==> src/rtl/vrf_read_port_arbiter.sv <==
// Two-port round-robin arbiter for vector register file reads.
// Up to two valid requesters are granted each cycle, starting at a rotating
// priority pointer; winners are steered onto free read ports and the port
// address/tag are registered for the VRF read-address inputs.
module vrf_read_port_arbiter #(
    parameter int NUM_REQ    = 8,
    parameter int PTR_WIDTH  = $clog2(NUM_REQ),
    parameter int ADDR_WIDTH = 5
) (
    input  logic                          clk,
    input  logic                          rst,
    input  logic [NUM_REQ-1:0]            req_valid,
    input  logic [NUM_REQ*ADDR_WIDTH-1:0] req_addr,
    output logic [NUM_REQ-1:0]            req_ready,
    input  logic [1:0]                    port_busy,
    input  logic                          flush,
    output logic                          rd0_en,
    output logic [ADDR_WIDTH-1:0]         rd0_addr,
    output logic [PTR_WIDTH-1:0]          rd0_tag,
    output logic                          rd1_en,
    output logic [ADDR_WIDTH-1:0]         rd1_addr,
    output logic [PTR_WIDTH-1:0]          rd1_tag,
    output logic [PTR_WIDTH-1:0]          prio_ptr
);

    // Unpacked view of the flat request-address bus.
    logic [ADDR_WIDTH-1:0] addr_arr [NUM_REQ];

    for (genvar i = 0; i < NUM_REQ; i++) begin : g_unpack
        assign addr_arr[i] = req_addr[i*ADDR_WIDTH +: ADDR_WIDTH];
    end

    // Per-cycle read capacity: free ports, forced to zero by flush or reset.
    logic [1:0] capacity;

    // Capacity is the count of free ports unless the pipeline is flushing.
    always_comb begin
        capacity = 2'(!port_busy[0]) + 2'(!port_busy[1]);
        if (flush || rst) begin
            capacity = 2'd0;
        end
    end

    // First and second valid requesters in search order from prio_ptr.
    logic                 g0_found;
    logic                 g1_found;
    logic [PTR_WIDTH-1:0] g0;
    logic [PTR_WIDTH-1:0] g1;

    // Scan requesters prio_ptr, prio_ptr+1, ... wrapping modulo NUM_REQ.
    always_comb begin
        logic [PTR_WIDTH-1:0] idx;
        // NOTE: every variable gets a default before the loop so no path
        // leaves it unassigned; otherwise synthesis would infer a latch.
        g0_found = 1'b0;
        g1_found = 1'b0;
        g0       = '0;
        g1       = '0;
        idx      = '0;
        for (int k = 0; k < NUM_REQ; k++) begin
            // Power-of-two NUM_REQ makes the natural overflow the wrap.
            idx = prio_ptr + PTR_WIDTH'(k);
            if (req_valid[idx]) begin
                if (!g0_found) begin
                    g0       = idx;
                    g0_found = 1'b1;
                end else if (!g1_found) begin
                    g1       = idx;
                    g1_found = 1'b1;
                end
            end
        end
    end

    // Grants limited by capacity, and their routing onto physical ports.
    logic                 grant0;
    logic                 grant1;
    logic                 p0_grant;
    logic                 p1_grant;
    logic [PTR_WIDTH-1:0] p0_idx;
    logic [PTR_WIDTH-1:0] p1_idx;

    // Issue grants and steer them: with one free port g0 takes whichever
    // port is free; with two, g0 takes port 0 and g1 takes port 1.
    always_comb begin
        grant0    = g0_found && (capacity != 2'd0);
        grant1    = g1_found && (capacity == 2'd2);
        p0_grant  = 1'b0;
        p1_grant  = 1'b0;
        p0_idx    = g0;
        p1_idx    = g1;
        req_ready = '0;
        if (grant0) begin
            req_ready[g0] = 1'b1;
        end
        if (grant1) begin
            req_ready[g1] = 1'b1;
        end
        if (capacity == 2'd2) begin
            p0_grant = grant0;
            p1_grant = grant1;
        end else if (capacity == 2'd1) begin
            if (port_busy[0]) begin
                p1_grant = grant0;
                p1_idx   = g0;
            end else begin
                p0_grant = grant0;
            end
        end
    end

    // Register port outputs; addr/tag update only when the port is granted.
    always_ff @(posedge clk or posedge rst) begin
        if (rst) begin
            rd0_en   <= 1'b0;
            rd0_addr <= '0;
            rd0_tag  <= '0;
            rd1_en   <= 1'b0;
            rd1_addr <= '0;
            rd1_tag  <= '0;
        end else begin
            // NOTE: non-blocking assignments so every register samples the
            // pre-edge values and the order of statements does not matter.
            rd0_en <= p0_grant;
            rd1_en <= p1_grant;
            if (p0_grant) begin
                rd0_addr <= addr_arr[p0_idx];
                rd0_tag  <= p0_idx;
            end
            if (p1_grant) begin
                rd1_addr <= addr_arr[p1_idx];
                rd1_tag  <= p1_idx;
            end
        end
    end

    // Advance the priority pointer past the last requester granted.
    always_ff @(posedge clk or posedge rst) begin
        if (rst) begin
            prio_ptr <= '0;
        end else if (flush) begin
            prio_ptr <= '0;
        end else if (grant1) begin
            prio_ptr <= g1 + PTR_WIDTH'(1);
        end else if (grant0) begin
            prio_ptr <= g0 + PTR_WIDTH'(1);
        end
    end

endmodule

==> config.mk <==
export PLATFORM = sky130hd
export DESIGN_NAME = vrf_read_port_arbiter
export DESIGN_NICKNAME = d
export VERILOG_FILES = /design/src/rtl/vrf_read_port_arbiter.sv
export SDC_FILE = /design/constraint.sdc
export NUM_CORES = 1
export LEC_CHECK = 0
export ABC_AREA = 1
export BUFFER_PORTS_ARGS = -buffer_cell sky130_fd_sc_hd__buf_2
export CAP_MARGIN = 20
export CORE_AREA = 8 8 86 88
export DETAILED_ROUTE_END_ITERATION = 8
export DIE_AREA = 0 0 94 96
export PLACE_DENSITY = 0.81
export SKIP_CTS_REPAIR_TIMING = 1
export SYNTH_ARGS = -nofsm -noshare
export SYNTH_HDL_FRONTEND = slang
export SYNTH_SLANG_ARGS = --single-unit
==> constraint.sdc <==
create_clock -name clk -period 3.4 [get_ports clk]
set_input_delay 0.34 -clock clk [delete_from_list [all_inputs] [get_ports clk]]
set_output_delay 0.34 -clock clk [all_outputs]
set_load 0.05 [all_outputs]
==> flow_summary.ini, run 1 <==
[status]
status = finished with violations
violations = negative setup slack

[synth]
synth_seq_area_share = 0.163
syn_area_um2 = 3220
yosys-top-cells-count = nand2_1, nand3_1, inv_1, o21ai_0, nor2_1
synth.area.top_cells = nand2_1, nand3_1, dfrtp_1
synth_top_area_frac = 0.213
synthArstFlopShare = 1.00
yosysTopAreaCell = nand2_1
yosysMostFrequentCell = nand2_1
synth_nets = 611
synthFlopType = dfrtp_1
synth_edf_count = 0
ys_warn_count = 0
syn_area_per_cell_um2 = 5.83
yosysUniqueCellTypes = 40
yosys_register_bits = 21
synth_cells = 552

[detailed_routing]
first_pass_iters = 5
vias_per_cell = 5.71
vias = 4275
dr.first_iter.drc_count = 390
drc = 0
drtAntennaViolNets = 0
totalWireLength_um = 12600
wl_per_cell_um = 16.9

[global_route]
grt_overflow = 0
grt_pass1_wl_um = 17800
grt_use_total = 0.243
grt_pass1_vias = 3758
grt_start_max_net_pins = 27
antenna_found_initial = 0

[timing]
max_slew_margin = 0.419
finalHoldViolations = 0
worstMarginPinSlew_ns = 0.870
setup_slack_ns = -0.0156
fmax_ghz = 0.293
finalCritPeriodShare = 1.00
finClkSkew_ns = 0.00281
fin_crit_ns = 3.42
drv_slew = 0
finalSetupViolCount = 3
rsz0062_at_grt = true

[cells_and_area]
nFillCells = 451
fin_util = 0.782
area_growth_pct = 48.1
fin_cells = 749
final_nets = 732
drive_gt1_frac = 0.436
antenna_cells = 0

[critical_path]
critical_path_required_ns = 3.06
crit_slowest_cell = dfrtp_2
cp_top_family = simple AND/OR/NAND/NOR gates
r2r_cells = 21
slowest_delay_ns = 0.45
crit_path_max_fanout = 7
path_cells = buf_6, buf_6, nand2_4, nand3_2, nand3_4, nand2_8, inv_6, nand2_4, nor2_4, nand3_4, nor2_4, nor2_2, buf_4, o21ai_4, inv_4, nand2_4, inv_2, a22o_4, buf_6
cp.depth = 19
critPathLaunchType = flop
critPathCaptureType = output pin
cp_num_buf_inv = 7
criticalPathCategory = flop to output pin
cp.arrival_ns = 3.08

[die]
start_util = 0.528
die_h_um = 96
io-pin-count = 82
die-area_um2 = 9020
die_w_um = 94
core_area_um2 = 6100
num_rows = 29

[placement]
hpwl_um = 9180
gp_congestion = 1.00
port_buffers = 81
pre_cts_ws_ns = -0.00703
dpl.cell_count = 718

[flow_run]
max-cap-violations = 0

[clock_network]
insertion_delay_ns = 0.27
cts_sinks = 21
clk_pin_slew_ns = 0.09
htree_levels = 1
root_buffer = clkbuf_8
cts_buffers = 3
cts_tree = built
clockBufferDepth = 2

[min_path]
hp-class = primary input to asynchronous set/reset pin
==> final cells by class <==
type                            instances  area, µm²  share of cell area
Clock buffer                            3       41.3             0.00866
Sequential cell                        21        528               0.111
Clock inverter                          1       5.00             0.00105
Multi-Input combinational cell        450       2930               0.615
Timing Repair Buffer                  134        902               0.189
Inverter                               63        262              0.0548
Tap cell                               77       96.3              0.0202
==> per-stage QoR <==
step | area (µm²) | hold slack, ns | TNS [ns]
final | 4770 | 0.245 | -0.0358
after global routing | 4770 | 0.340 | -1.18
after CTS | 4000 | 0.272 | -2.16
after detailed placement | 3960 | 0.468 | -0.00752
after global placement | 3960 | 0.464 | 0
after floorplan | 3370 | 0.316 | 0
==> per-layer routing <==
metal,GRT usage,share of wire,vias up
met5,0,0,-
met4,0.0568,0.020,0
met3,0.0515,0.10,31
met2,0.391,0.48,242
met1,0.323,0.39,1961
li1,-,-,2041
==> cell families (layout without fill, tap and decap cells) <==
group / count (synthesis) / count (layout) / share of synthesized area
AO/OA/AOI/OAI: 61 / 61 / 0.125
XOR/XNOR: 4 / 4 / 0.0155
adder cells (fa/ha/maj): 6 / 6 / 0.0233
buffers and inverters: 81 / 201 / 0.113
flip-flops: 21 / 21 / 0.163
AND/OR/NAND/NOR: 379 / 379 / 0.560
==> placed cells by master, fill, tap and decap left out, types with 5 or more instances in the layout <==
cell,count
buf_2,73
buf_4,44
buf_6,13
dfrtp_1,19
inv_1,41
inv_2,15
inv_4,5
nand2_1,149
nand2_2,35
nand2_4,19
nand3_1,101
nand3_2,11
nand3_4,13
nand4_1,6
nor2_1,16
nor2_4,14
o21ai_0,22
o21ai_1,5
o21ai_2,6
o21ai_4,5
==> final timing paths <==
kind / end / startpoint / slack, ns
setup / recovery: req_ready[5] / prio_ptr[0] / -0.02
hold / removal: prio_ptr[2] / rst / 0.24
setup reg to reg: rd1_addr[2] / prio_ptr[0] / 0.11
hold reg to reg: rd1_tag[1] / rd1_tag[1] / 0.49
max in group asynchronous: prio_ptr[1] / rst / 2.56
min in group clk: prio_ptr[2] / flush / 0.36
==> state kept, by name, summed over array words and instances (netlist names) <==
name      flops
rd0_en        1
rd0_addr      5
rd1_tag       3
rd0_tag       3
rd1_addr      5
rd1_en        1
prio_ptr      3
Power of run 1 is left out: the tool's default activity adds up to more than one toggle a clock period on the data nets, which glitch-free logic cannot reach.
==> run 2, diff against run 1 <==
Settings changed: ABC_AREA 1 to not set, CORE_AREA 8 8 86 88 to 8 8 87 89, DIE_AREA 0 0 94 96 to 0 0 95 97, PLACE_DENSITY 0.81 to 0.8.
==> flow_summary.ini, run 2 <==
[clock_network]
root_buffer = clkbuf_8
htree_levels = 1
clockBufferDepth = 2
cts_tree = built
cts_sinks = 21
cts_buffers = 3
clk_pin_slew_ns = 0.09
insertion_delay_ns = 0.27

[detailed_routing]
vias_per_cell = 7.01
dr.first_iter.drc_count = 452
wl_per_cell_um = 24.2
first_pass_iters = 5
drc = 0
totalWireLength_um = 15700
drtAntennaViolNets = 0
vias = 4558

[synth]
synth_cells = 401
synthArstFlopShare = 1.00
synthFlopType = dfrtp_1
synth_edf_count = 0
synth.area.top_cells = dfrtp_1, mux2i_1, mux4_2
yosys_register_bits = 21
synth_seq_area_share = 0.160
yosys-top-cells-count = mux2i_1, nand2_1, nor2_1, a21oi_1
synth_top_area_frac = 0.160
syn_area_per_cell_um2 = 8.17
syn_area_um2 = 3270
yosysTopAreaCell = dfrtp_1
ys_warn_count = 0
yosysMostFrequentCell = mux2i_1
yosysUniqueCellTypes = 69
synth_nets = 460

[global_route]
grt_use_total = 0.268
grt_start_max_net_pins = 22
grt_pass1_wl_um = 20400
grt_overflow = 0
grt_pass1_vias = 4251
antenna_found_initial = 0

[critical_path]
cp.arrival_ns = 4.16
cp_top_family = simple AND/OR/NAND/NOR gates
crit_slowest_cell = mux4_2
r2r_slack_ns = -0.79
criticalPathCategory = flop to output pin
r2r_cells = 17
slowest_delay_ns = 0.55
cp_num_buf_inv = 5
path_cells = buf_4, mux4_2, buf_4, mux2_2, buf_4, nor2_1, o2111ai_1, and2_1, nand3_1, o21ai_0, and2_1, buf_4, nor2_1, nand2_1, o21ai_4, buf_6
critical_path_required_ns = 3.06
reg2reg_to = rd0_addr[2]
path_common_cell = buf_4
crit_path_max_fanout = 11
rr_startpoint = prio_ptr[0]
critPathCaptureType = output pin
critPathLaunchType = flop

[cells_and_area]
final_nets = 633
antenna_cells = 0
area_growth_pct = 56.4
final_common_cell = buf_4
drive_gt1_frac = 0.513
final_cell_mix = buf_4, buf_2, mux2i_1
top_regs = rd0_addr: 5 flops, rd1_addr: 5 flops
fin_cells = 650
fin_area_um2 = 5120

[placement]
dpl.cell_count = 634
port_buffers = 81
gp_congestion = 0.953
dpl_cell_area_um2 = 4680
pre_cts_ws_ns = -0.776
hpwl_um = 10200

[status]
violations = negative setup slack
status = finished with violations

[die]
num_rows = 29
core_area_um2 = 6200
die_h_um = 97
die_w_um = 95
io-pin-count = 82
die-area_um2 = 9220
start_util = 0.528

[timing]
drv_slew = 0
finClkSkew_ns = 0.00149
rsz0062_at_grt = true
setup_slack_ns = -1.10
fmax_ghz = 0.222
tns_ns = -17.03
finalCritPeriodShare = 1.32
worstMarginPinSlew_ns = 0.935
max_slew_margin = 0.376
finalSetupViolCount = 26
fin_crit_ns = 4.50
finalHoldViolations = 0

[flow_run]
max-cap-violations = 0

[min_path]
hp-class = primary input to asynchronous set/reset pin
## run 2: worst max path at each step
| stage | startpoint | end | slack (ns) | cells after the start |
|---|---|---|---|---|
| 2_1_floorplan | prio_ptr[0] | req_ready[0] | -1.31 | 17 |
| 3_3_place_gp | prio_ptr[0] | req_ready[7] | -0.68 | 13 |
| 3_5_place_dp | prio_ptr[0] | req_ready[5] | -0.78 | 13 |
| 4_1_cts | prio_ptr[0] | req_ready[5] | -1.08 | 13 |
| 5_1_grt | prio_ptr[0] | req_ready[6] | -1.17 | 16 |
| 6_report | prio_ptr[0] | req_ready[6] | -1.10 | 16 |
## run 2: layout make-up
type                            instances  area [µm²]
Clock inverter                          1        5.00
Timing Repair Buffer                  194        1420
Tap cell                               77        96.3
Clock buffer                            3        41.3
Inverter                               18        75.1
Sequential cell                        21         528
Fill cell                             334        1080
Multi-Input combinational cell        336        2960
## run 2: layer usage
| layer | wire length (µm) | share of wire | global-route usage |
|---|---|---|---|
| met1 | 5380 | 0.34 | 0.303 |
| met4 | 1260 | 0.080 | 0.135 |
| met5 | 0 | 0 | 0 |
| met3 | 1570 | 0.10 | 0.0371 |
| met2 | 7540 | 0.48 | 0.472 |
## run 2: stage by stage
stage	hold slack, ns	utilization
finish	0.314	0.826
global placement	0.462	0.755
detailed placement	0.475	0.755
floorplan	0.316	-
CTS	0.309	0.762
global route	0.361	0.826
## run 2: cells by family after synthesis
kind of cell | count (synthesis) | share of synthesized area
mux | 65 | 0.237
fa+ha+maj | 7 | 0.0260
simple gates | 125 | 0.186
buf+inv | 45 | 0.0699
compound gates | 132 | 0.303
xor+xnor | 6 | 0.0183
flops | 21 | 0.160
Power of run 2 is left out for the same reason.
